<file path="src/rtl/pc_pkg.sv">
// ---------------------------------------------------------------------------
// pc_pkg
// Shared types and constants for the program-counter unit.
//   pc_state_t      : FSM states (BOOT, RUN, HOLD)
//   INSTR_BYTES     : sequential step size in bytes
//   redir_sel_t     : which source supplies the next redirect target
//   redirect_select : redirect priority encoder (trap > flush > pending)
// ---------------------------------------------------------------------------
package pc_pkg;

    typedef enum logic [1:0] {
        BOOT = 2'd0,
        RUN  = 2'd1,
        HOLD = 2'd2
    } pc_state_t;

    localparam int INSTR_BYTES = 4;

    typedef enum logic [1:0] {
        SEL_NONE  = 2'd0,
        SEL_PEND  = 2'd1,
        SEL_FLUSH = 2'd2,
        SEL_TRAP  = 2'd3
    } redir_sel_t;

    // A trap always wins. A flush wins unless a trap is already pending.
    // The held entry is only a candidate while the unit is holding one.
    function automatic redir_sel_t redirect_select(
        input logic trap_req,
        input logic flush_req,
        input logic pend_is_trap,
        input logic holding
    );
        redir_sel_t sel;
        if (trap_req) begin
            sel = SEL_TRAP;
        end else if (flush_req && !pend_is_trap) begin
            sel = SEL_FLUSH;
        end else if (holding) begin
            sel = SEL_PEND;
        end else begin
            sel = SEL_NONE;
        end
        return sel;
    endfunction

endpackage

</file>
<file path="src/rtl/pc_redirect_hold.sv">
// ---------------------------------------------------------------------------
// pc_redirect_hold
// Holds a redirect that arrived while the PC was stalled, and merges it with
// same-cycle redirect requests.
// Ports:
//   clk, reset      : clock, async active-high reset
//   active          : unit is out of BOOT (redirects are honoured)
//   holding         : unit is in HOLD (a pending entry is valid)
//   enable          : 0 = stall; the pending entry is captured/updated
//                     1 = release; the pending entry is consumed
//   trap_valid/target  : trap request, target already normalised
//   flush_ok/target    : acceptable flush request, target normalised
//   sel             : winning redirect source for this cycle
//   merge_target    : address of the winning source
//   pend_is_trap    : registered flag, pending entry came from a trap
// ---------------------------------------------------------------------------
module pc_redirect_hold
    import pc_pkg::*;
#(
    parameter int XLEN = 32
) (
    input  logic            clk,
    input  logic            reset,
    input  logic            active,
    input  logic            holding,
    input  logic            enable,
    input  logic            trap_valid,
    input  logic [XLEN-1:0] trap_target,
    input  logic            flush_ok,
    input  logic [XLEN-1:0] flush_target,
    output redir_sel_t      sel,
    output logic [XLEN-1:0] merge_target,
    output logic            pend_is_trap
);

    logic [XLEN-1:0] pend_target_r;
    logic            pend_is_trap_r;
    redir_sel_t      sel_s;
    logic [XLEN-1:0] merge_target_s;

    // Priority selection; BOOT ignores every request.
    always_comb begin
        sel_s = SEL_NONE;
        if (active) begin
            sel_s = redirect_select(trap_valid, flush_ok, pend_is_trap_r, holding);
        end else begin
            sel_s = SEL_NONE;
        end
    end

    // Target of the winning source.
    always_comb begin
        merge_target_s = pend_target_r;
        case (sel_s)
            SEL_TRAP:  merge_target_s = trap_target;
            SEL_FLUSH: merge_target_s = flush_target;
            SEL_PEND:  merge_target_s = pend_target_r;
            default:   merge_target_s = pend_target_r;
        endcase
    end

    // Pending entry: loaded by the winner while stalled, cleared on release.
    // Clearing on release keeps pend_is_trap at 0 while in RUN so a plain
    // stall capture uses the same trap-over-flush rule.
    always_ff @(posedge clk or posedge reset) begin
        if (reset) begin
            pend_target_r  <= '0;
            pend_is_trap_r <= 1'b0;
        end else if (active && holding && enable) begin
            pend_target_r  <= '0;
            pend_is_trap_r <= 1'b0;
        end else if (active && !enable) begin
            case (sel_s)
                SEL_TRAP: begin
                    pend_target_r  <= trap_target;
                    pend_is_trap_r <= 1'b1;
                end
                SEL_FLUSH: begin
                    pend_target_r  <= flush_target;
                    pend_is_trap_r <= 1'b0;
                end
                default: begin
                    pend_target_r  <= pend_target_r;
                    pend_is_trap_r <= pend_is_trap_r;
                end
            endcase
        end else begin
            pend_target_r  <= pend_target_r;
            pend_is_trap_r <= pend_is_trap_r;
        end
    end

    assign sel          = sel_s;
    assign merge_target = merge_target_s;
    assign pend_is_trap = pend_is_trap_r;

endmodule

</file>
<file path="src/rtl/pc_unit.sv">
// ---------------------------------------------------------------------------
// pc_unit
// Program counter at the head of IF. Steps by INSTR_BYTES, stalls on
// enable = 0 and applies trap / branch redirects. A redirect arriving during
// a stall is held and applied when the stall releases.
// Configuration macro: PC_MISALIGN_CHECK_EN
//   defined   : targets have bit 0 cleared; a flush target with bit 1 set is
//               rejected (PC and pending entry unchanged, misalign_fault pulses)
//   undefined : targets have bits [1:0] cleared; misalign_fault stays 0
// Ports:
//   clk, reset                : clock, async active-high reset
//   enable                    : 0 = stall
//   trap_valid, trap_target   : trap redirect (highest priority)
//   flush_valid, flush_target : EX branch/jump redirect
//   pc_out                    : fetch address (registered)
//   pc_plus4                  : pc_out + 4 (combinational, wraps)
//   pc_valid                  : pc_out is fetchable (registered)
//   redirect_pending          : a redirect is held (registered)
//   misalign_fault            : one-cycle rejected-flush pulse (registered)
// ---------------------------------------------------------------------------
module pc_unit
    import pc_pkg::*;
#(
    parameter int          XLEN         = 32,
    parameter logic [31:0] RESET_VECTOR = 32'h0000_0000
) (
    input  logic            clk,
    input  logic            reset,
    input  logic            enable,
    input  logic            trap_valid,
    input  logic [XLEN-1:0] trap_target,
    input  logic            flush_valid,
    input  logic [XLEN-1:0] flush_target,
    output logic [XLEN-1:0] pc_out,
    output logic [XLEN-1:0] pc_plus4,
    output logic            pc_valid,
    output logic            redirect_pending,
    output logic            misalign_fault
);

    localparam logic [XLEN-1:0] RESET_PC = XLEN'(RESET_VECTOR);
    localparam logic [XLEN-1:0] STEP     = XLEN'(INSTR_BYTES);
`ifdef PC_MISALIGN_CHECK_EN
    localparam logic [XLEN-1:0] TGT_MASK = ~(XLEN'(2'b01));
`else
    localparam logic [XLEN-1:0] TGT_MASK = ~(XLEN'(2'b11));
`endif

    pc_state_t       state_r;
    pc_state_t       state_n_s;
    logic [XLEN-1:0] pc_r;
    logic [XLEN-1:0] pc_n_s;
    logic [XLEN-1:0] pc_plus4_s;
    logic            pc_valid_r;
    logic            pending_r;
    logic            fault_r;
    logic            fault_n_s;
    logic [XLEN-1:0] trap_tgt_s;
    logic [XLEN-1:0] flush_tgt_s;
    logic            flush_bad_s;
    logic            flush_ok_s;
    logic            active_s;
    logic            holding_s;
    redir_sel_t      sel_s;
    logic [XLEN-1:0] merge_target_s;
    logic            pend_is_trap_s;

    // Target normalisation and flush alignment screening.
    always_comb begin
        trap_tgt_s  = trap_target & TGT_MASK;
        flush_tgt_s = flush_target & TGT_MASK;
`ifdef PC_MISALIGN_CHECK_EN
        flush_bad_s = flush_target[1];
`else
        flush_bad_s = 1'b0;
`endif
        flush_ok_s  = flush_valid && !flush_bad_s;
        active_s    = (state_r != BOOT);
        holding_s   = (state_r == HOLD);
        pc_plus4_s  = pc_r + STEP;
    end

    pc_redirect_hold #(
        .XLEN(XLEN)
    ) u_hold (
        .clk          (clk),
        .reset        (reset),
        .active       (active_s),
        .holding      (holding_s),
        .enable       (enable),
        .trap_valid   (trap_valid),
        .trap_target  (trap_tgt_s),
        .flush_ok     (flush_ok_s),
        .flush_target (flush_tgt_s),
        .sel          (sel_s),
        .merge_target (merge_target_s),
        .pend_is_trap (pend_is_trap_s)
    );

    // Next state, next PC and fault pulse.
    always_comb begin
        state_n_s = state_r;
        pc_n_s    = pc_r;
        // A misaligned flush faults only when it would have won arbitration.
        fault_n_s = active_s && flush_valid && flush_bad_s &&
                    !trap_valid && !pend_is_trap_s;
        case (state_r)
            BOOT: begin
                state_n_s = RUN;
            end
            RUN: begin
                if (enable) begin
                    if (sel_s == SEL_NONE) begin
                        pc_n_s = pc_plus4_s;
                    end else begin
                        pc_n_s = merge_target_s;
                    end
                end else if (sel_s != SEL_NONE) begin
                    state_n_s = HOLD;
                end else begin
                    state_n_s = RUN;
                end
            end
            HOLD: begin
                if (enable) begin
                    pc_n_s    = merge_target_s;
                    state_n_s = RUN;
                end else begin
                    state_n_s = HOLD;
                end
            end
            default: begin
                state_n_s = BOOT;
                pc_n_s    = RESET_PC;
            end
        endcase
    end

    // State, PC and status registers.
    always_ff @(posedge clk or posedge reset) begin
        if (reset) begin
            state_r    <= BOOT;
            pc_r       <= RESET_PC;
            pc_valid_r <= 1'b0;
            pending_r  <= 1'b0;
            fault_r    <= 1'b0;
        end else begin
            state_r    <= state_n_s;
            pc_r       <= pc_n_s;
            pc_valid_r <= 1'b1;
            pending_r  <= (state_n_s == HOLD);
            fault_r    <= fault_n_s;
        end
    end

    assign pc_out           = pc_r;
    assign pc_plus4         = pc_plus4_s;
    assign pc_valid         = pc_valid_r;
    assign redirect_pending = pending_r;
    assign misalign_fault   = fault_r;

endmodule

</file>
<file path="config.mk">
export PLATFORM = sky130hd
export DESIGN_NAME = pc_unit
export DESIGN_NICKNAME = d
export VERILOG_FILES = /design/src/rtl/pc_pkg.sv /design/src/rtl/pc_redirect_hold.sv /design/src/rtl/pc_unit.sv
export SDC_FILE = /design/constraint.sdc
export NUM_CORES = 1
export LEC_CHECK = 0
export BUFFER_PORTS_ARGS = -buffer_cell sky130_fd_sc_hd__buf_2
export CORE_MARGIN = 1.5
export CORE_UTILIZATION = 30
export CTS_CLUSTER_SIZE = 10
export DETAILED_ROUTE_END_ITERATION = 16
export RECOVER_POWER = 50
export REMOVE_ABC_BUFFERS = 1
export SYNTH_ARGS = -nofsm -noshare
export SYNTH_HDL_FRONTEND = slang
export SYNTH_SLANG_ARGS = --single-unit
</file>
<file path="constraint.sdc">
create_clock -name clk -period 6.3 [get_ports clk]
set_input_delay 0.63 -clock clk [delete_from_list [all_inputs] [get_ports clk]]
set_output_delay 0.63 -clock clk [all_outputs]
set_load 0.01 [all_outputs]
</file>
==> results.sh, run 1 <==
export IMPL_status="complete, but fails checks"
export IMPL_violations="capacitance limit, slew limit"
export IMPL_rsz0062_at_grt="false"
export IMPL_cts_buffer_depth=2
export IMPL_cp_end_kind="async pin"
export IMPL_portBuffers=130
export IMPL_fmax_mhz=247.7
export IMPL_start_kind="input pin"
export IMPL_finClkSkew_ns=0.008960
export IMPL_powerDensity_nw_per_um2=470.0
export IMPL_synth_top_family_by_area="compound AO/OA/AOI/OAI gates"
export IMPL_firstDrtPassIters=5
export IMPL_p_leak_nw=2.491
export IMPL_synth_xor_xnor_area_share=0.05317
export IMPL_die_area_sq_um=16130
export IMPL_grt_pass1_vias=4533
export IMPL_tns_ns=0
export IMPL_synth_cells=545
export IMPL_synthToLayoutAreaGrowth_pct=22.79
export IMPL_die_h_um=127.0
export IMPL_irDropWorstVdd_v=0.0001743
export IMPL_drt_initial_drc_count=446
export IMPL_synth_flop_cell="dfrtp_1"
export IMPL_design_area_sq_um=5663
export IMPL_drive_above_1_share=0.2025
export IMPL_drc=0
export IMPL_antenna_found_initial=2
export IMPL_die_w_um=127.0
export IMPL_cts_resized=0
export IMPL_cts_hold_buf=0
export IMPL_most_common_layout_cells="buf_2 (98), dfrtp_1 (69), nand2_1 (58)"
export IMPL_via_per_inst=5.860
export IMPL_hpwl_mm=11.34
export IMPL_syn_avg_cell_area_sq_um=8.462
export IMPL_core_sq_um=15090
export IMPL_ys_ff_latch=69
export IMPL_grt_pass1_wl_mm=25.28
export IMPL_via_count=4934
export IMPL_synth_simple_gate_area_frac=0.1915
export IMPL_finalSetupViolations=0
export IMPL_final_cells=842
export IMPL_fill_cells=1554
export IMPL_cts_root_buf="clkbuf_16"
export IMPL_synth_compound_area_frac=0.3030
export IMPL_tightest_slew_ns=3.948
export IMPL_cts_tree="built"
export IMPL_cts_sinks=69
export IMPL_yosys_warnings=0
export IMPL_clk_pin_slew_ns=0.06
export IMPL_post_cts_buffers=0
export IMPL_hold_viol_final=0
export IMPL_postRouteWirelength_mm=16.16
export IMPL_maxSlewViolCount=70
export IMPL_cp_arrival_ns=3.56
export IMPL_placementRows=45
export IMPL_worstPathRequired_ns=5.83
export IMPL_synthAdderAreaFrac=0.01628
export IMPL_io_pins=136
export IMPL_dpl_cell_count=824
export IMPL_numCtsBuffers=9
export IMPL_postPlaceCellArea_sq_um=5376
export IMPL_synth_cell_types=60
export IMPL_cts_htree_levels=3
export IMPL_grt_use_total=0.1994
export IMPL_fin_crit_sh=0.6409
export IMPL_path_class="input pin to async pin"
export IMPL_synth_area_sq_um=4612
export IMPL_muxShareOfSynthArea=0.006511
export IMPL_gp_congestion=0.8823
export IMPL_synth_edff_count=0
export IMPL_gr_total_overflow=0
export IMPL_synth_async_reset_ratio=1.000
export IMPL_seq_area_frac_synth=0.3744
export IMPL_crit_fanout=69
export IMPL_ant_nets=0
export IMPL_period_needed_ns=4.038
export IMPL_drv_cap=1
export IMPL_start_util=0.3056
export IMPL_grt_start_max_net_pins=70
export IMPL_slew_headroom=-1.632
export IMPL_routedWlPerCell_um=19.20
export IMPL_layout_commonest_cell="buf_2"
export IMPL_final_nets=722
export IMPL_clock_latency_ns=0.34
export IMPL_hold_class="flip-flop to flip-flop"
==> power breakdown <==
part           total [mW]  switching (mW)  internal [mW]  leakage, nW
clock               0.559           0.203          0.357        0.158
combinational        1.25           0.786          0.469         1.43
sequential          0.848           0.230          0.618        0.898
==> cell families (layout without fill, tap and decap cells) <==
kind of cell	Yosys count	after routing
buffers and inverters	60	167
multiplexers	3	3
XOR/XNOR	28	28
adder cells (fa/ha/maj)	6	6
other	2	4
AO/OA/AOI/OAI	205	205
flip-flops	69	69
AND/OR/NAND/NOR	172	172
==> per-layer routing <==
| metal | up-vias | GRT usage | wire (um) |
|---|---|---|---|
| met5 | - | 0 | 0 |
| met4 | 0 | 0.06551 | 333 |
| met3 | 23 | 0.04062 | 1366 |
| met2 | 243 | 0.3012 | 7260 |
| met1 | 2418 | 0.2851 | 7204 |
| li1 | 2250 | - | - |
==> final timing paths <==
kind	start	endpoint	slack (ns)	cells past startpoint
hold reg to reg	u_hold.pend_target_r[13]	u_hold.pend_target_r[13]	0.48	2
hold / removal	u_hold.pend_target_r[13]	u_hold.pend_target_r[13]	0.48	2
setup / recovery	reset	pc_out[25]	2.26	3
min in group asynchronous	reset	pc_valid	1.82	3
setup reg to reg	state_r[0]	pc_out[31]	3.37	7
max in group clk	pc_out[2]	pc_plus4[22]	2.93	6
==> critical path, cell delays in order <==
cell and delay, ns:
buf_2 0.10, clkinv_1 0.03, clkbuf_1 2.76
==> synth_stat cells (3+ instances only) <==
master / number / area (sq um)
a211o_1: 5 / 43.79
a21o_1: 3 / 22.52
a21oi_1: 30 / 150.1
a221o_1: 4 / 40.04
a221oi_1: 10 / 87.58
a22o_1: 6 / 52.55
a22oi_1: 14 / 105.1
a2bb2oi_1: 7 / 61.31
a31oi_1: 8 / 50.05
a32o_1: 3 / 30.03
and2_1: 4 / 25.02
and3_1: 5 / 31.28
buf_2: 8 / 40.04
buf_4: 3 / 22.52
clkbuf_1: 34 / 127.6
dfrtp_1: 69 / 1727
ha_1: 6 / 75.07
inv_1: 12 / 45.04
mux2i_1: 3 / 30.03
nand2_1: 58 / 217.7
nand2b_1: 5 / 31.28
nand3_1: 16 / 80.08
nand4_1: 11 / 68.82
nor2_1: 39 / 146.4
nor2b_1: 4 / 25.02
nor3_1: 9 / 45.04
nor4_1: 6 / 37.54
o21ai_0: 53 / 265.3
o221ai_1: 8 / 70.07
o22a_1: 3 / 26.28
o22ai_1: 19 / 118.9
o2bb2ai_1: 8 / 70.07
o311ai_1: 9 / 78.83
or3_1: 3 / 18.77
xnor2_1: 17 / 148.9
xor2_1: 11 / 96.34
==> area by class of cell <==
type | instances | area, sq um | area share
inverter | 13 | 48.80 | 0.008617
clock inverter | 6 | 86.33 | 0.01525
multi-input combinational | 416 | 2655 | 0.4688
timing repair buffer | 138 | 666.9 | 0.1178
tap | 188 | 235.2 | 0.04154
sequential | 69 | 1727 | 0.3049
clock buffer | 10 | 239.0 | 0.04220
antenna | 2 | 5.005 | 0.0008838
==> registers in the layout, indices dropped and copies added (netlist names) <==
name / count
redirect_pending: 1
state_r: 2
u_hold.pend_is_trap: 1
pc_out: 32
u_hold.pend_target_r: 32
pc_valid: 1
==> metrics by stage <==
| step | setup slack [ns] | util | hold WS, ns | power, mW |
|---|---|---|---|---|
| after floorplan | 3.453 | - | 0.4502 | 1.602 |
| after CTS | 2.913 | 0.3779 | 0.4867 | 2.673 |
| final | 2.262 | 0.3753 | 0.4828 | 2.662 |
| after detailed placement | 3.287 | 0.3563 | 0.4734 | 2.108 |
| after global routing | 1.402 | 0.3751 | 0.5311 | 2.854 |
| after global placement | 3.280 | 0.3563 | 0.4635 | 2.062 |
No activity file was read; power rests on OpenSTA's default activity.
==> run 2, diff against run 1 <==
Settings changed: ABC_AREA from default to 1.
Clock period 6.3 ns to 3.93 ns, I/O delays scaled along.
==> run 2 against run 1 <==
Effect of this change:
- the flow still finishes with violations (capacitance limit, slew limit)
- sequential share of layout area down 1.5 points
- area after synthesis up 7.1%
- wire length fell by 3.6%
- critical path depth up 5
- total power rose by 70%
- largest cell class unchanged
- largest power group unchanged
==> results.sh, run 2 <==
export IMPL_status="complete, but fails checks"
export IMPL_violations="capacitance limit, slew limit"
export IMPL_core_sq_um=16000
export IMPL_layout_commonest_cell="nand2_1"
export IMPL_placementRows=46
export IMPL_synth_async_reset_ratio=1.000
export IMPL_ys_top_cells_by_area="dfrtp_1 (35%), nand2_1 (24%), nor2_1 (9.7%)"
export IMPL_drc=0
export IMPL_cts_sinks=69
export IMPL_ys_ff_latch=69
export IMPL_grt_start_max_net_pins=38
export IMPL_cts_hold_buf=0
export IMPL_numCtsBuffers=9
export IMPL_crit_top_cell="inv_1"
export IMPL_synthTopCellsByCount="nand2_1 (318), nor2_1 (128), nand3_1 (91)"
export IMPL_die_area_sq_um=17240
export IMPL_clock_latency_ns=0.34
export IMPL_synth_flop_cell="dfrtp_1"
export IMPL_io_pins=136
export IMPL_synth_area_sq_um=4940
export IMPL_p_leak_nw=3.303
export IMPL_synth_most_common_cell="nand2_1"
export IMPL_syn_avg_cell_area_sq_um=6.277
export IMPL_via_count=4957
export IMPL_clk_pin_slew_ns=0.06
export IMPL_irDropWorstVdd_v=0.0002892
export IMPL_period_needed_ns=2.586
export IMPL_grt_pass1_wl_mm=26.19
export IMPL_synthToLayoutAreaGrowth_pct=20.77
export IMPL_cts_resized=0
export IMPL_most_common_layout_cells="nand2_1 (318), nor2_1 (126), buf_2 (98)"
export IMPL_n_antenna_cell=0
export IMPL_synth_cell_types=32
export IMPL_hold_viol_final=0
export IMPL_path_class="flip-flop to output port"
export IMPL_gp_congestion=0.9115
export IMPL_firstDrtPassIters=4
export IMPL_cp_arrival_ns=2.19
export IMPL_synth_edff_count=0
export IMPL_routedWlPerCell_um=13.83
export IMPL_die_h_um=131.3
export IMPL_crit_fanout=6
export IMPL_drv_cap=1
export IMPL_slew_headroom=-0.04611
export IMPL_maxSlewViolCount=38
export IMPL_antenna_found_initial=0
export IMPL_powerDensity_nw_per_um2=759.4
export IMPL_grt_pass1_vias=4972
export IMPL_tightest_slew_ns=1.567
export IMPL_drt_initial_drc_count=278
export IMPL_cts_htree_levels=3
export IMPL_yosys_warnings=0
export IMPL_start_kind="flip-flop"
export IMPL_fill_cells=1824
export IMPL_finClkSkew_ns=0.008657
export IMPL_finalSetupViolations=0
export IMPL_yosys_area_top_type="dfrtp_1"
export IMPL_start_util=0.3087
export IMPL_critPathMaxStageDelay_ns=0.53
export IMPL_final_cells=1127
export IMPL_fin_crit_sh=0.6581
export IMPL_synth_cells=787
export IMPL_cts_tree="built"
export IMPL_hold_class="input pin to flip-flop"
export IMPL_rsz0062_at_grt="false"
export IMPL_via_per_inst=4.398
export IMPL_cp_slowest_cell="dfrtp_1"
export IMPL_cts_buffer_depth=2
export IMPL_cp_end_kind="output port"
export IMPL_post_cts_buffers=0
export IMPL_drive_above_1_share=0.1679
export IMPL_dpl_cell_count=1111
export IMPL_seq_area_frac_synth=0.3495
export IMPL_gr_total_overflow=0
export IMPL_fmax_mhz=386.6
export IMPL_die_w_um=131.3
export IMPL_postRouteWirelength_mm=15.59
export IMPL_hpwl_mm=11.43
export IMPL_final_nets=981
export IMPL_portBuffers=130
export IMPL_tns_ns=0
export IMPL_ant_nets=0
export IMPL_cts_root_buf="clkbuf_16"
export IMPL_grt_use_total=0.1916
export IMPL_path_cells="ha_1 -> inv_1 -> nor2_4 -> nand2_1 -> inv_1 -> nand4_1 -> and2_1 -> buf_2"
export IMPL_worstPathRequired_ns=3.54
export IMPL_synth_top_area_share=0.3495
-- run 2: cell count changes after synthesis, sizes merged, moves of 10 or more --
cell,previous run,this run
a22oi,14,0
nand3,17,92
inv,12,77
clkbuf,34,6
o22ai,19,0
o21ai,53,5
nand2,58,328
buf,13,24
a21oi,30,6
o311ai,10,0
a221oi,10,0
xnor2,17,5
nor2,39,139
-- run 2: cell families (layout without fill, tap and decap cells) --
kind of cell / after synthesis / count (layout) / share of synthesized area
compound gates: 15 / 15 / 0.01824
xor+xnor: 12 / 12 / 0.02736
fa+ha+maj: 6 / 6 / 0.01520
buf+inv: 107 / 231 / 0.09372
flops: 69 / 69 / 0.3495
other cells: 2 / 2 / 0.001520
simple gates: 576 / 576 / 0.4944
-- run 2: worst max-delay path: cells and delay by family (launching register included) --
kind	cells	cell delay, ns
AND/OR/NAND/NOR	4	0.65
flip-flops	1	0.53
buffers and inverters	3	0.37
adder cells (fa/ha/maj)	1	0.30
-- run 2: path summary, 6_finish.rpt --
check | startpoint | end | slack [ns] | cells after the start
max | pc_out[2] | pc_plus4[18] | 1.34 | 8
min in group asynchronous | reset | state_r[1] | 0.53 | 2
min reg2reg | u_hold.pend_target_r[26] | u_hold.pend_target_r[26] | 0.48 | 2
max in group asynchronous | reset | pc_out[30] | 2.19 | 3
min | trap_target[29] | u_hold.pend_target_r[29] | 0.39 | 5
max reg2reg | state_r[0] | pc_out[22] | 1.37 | 12
-- run 2: power breakdown --
part | internal [mW] | leakage [nW] | total (mW) | switching (mW)
combinational | 0.793 | 2.29 | 2.49 | 1.70
clock | 0.426 | 0.125 | 0.731 | 0.304
sequential | 1.01 | 0.892 | 1.31 | 0.294
-- run 2: metrics by stage --
stage	util	instance area (sq um)	hold WS, ns	setup slack, ns	power, mW
6_report	0.3729	5966	0.3859	1.344	4.530
4_1_cts	0.3754	6006	0.2664	1.302	4.604
3_3_place_gp	0.3595	5752	0.4624	1.341	3.825
2_1_floorplan	-	4766	0.4498	1.421	2.881
5_1_grt	0.3729	5966	0.4158	1.123	5.012
3_5_place_dp	0.3595	5752	0.4664	1.354	3.854
-- run 2: layout make-up --
type	instances	area, sq um	area share
repair buffers	138	670.6	0.1124
multi-input cells	611	2755	0.4618
clock buffers	14	244.0	0.04090
well taps	216	270.3	0.04530
flip-flops and latches	69	1727	0.2894
clock inverters	2	10.01	0.001678
inverters	77	289.0	0.04845
-- run 2: per-layer routing --
layer  track usage  routed length (um)
met1        0.2591                7514
met2        0.3010                6804
met3       0.04205                 947
met4       0.06852                 323
met5             0                   0
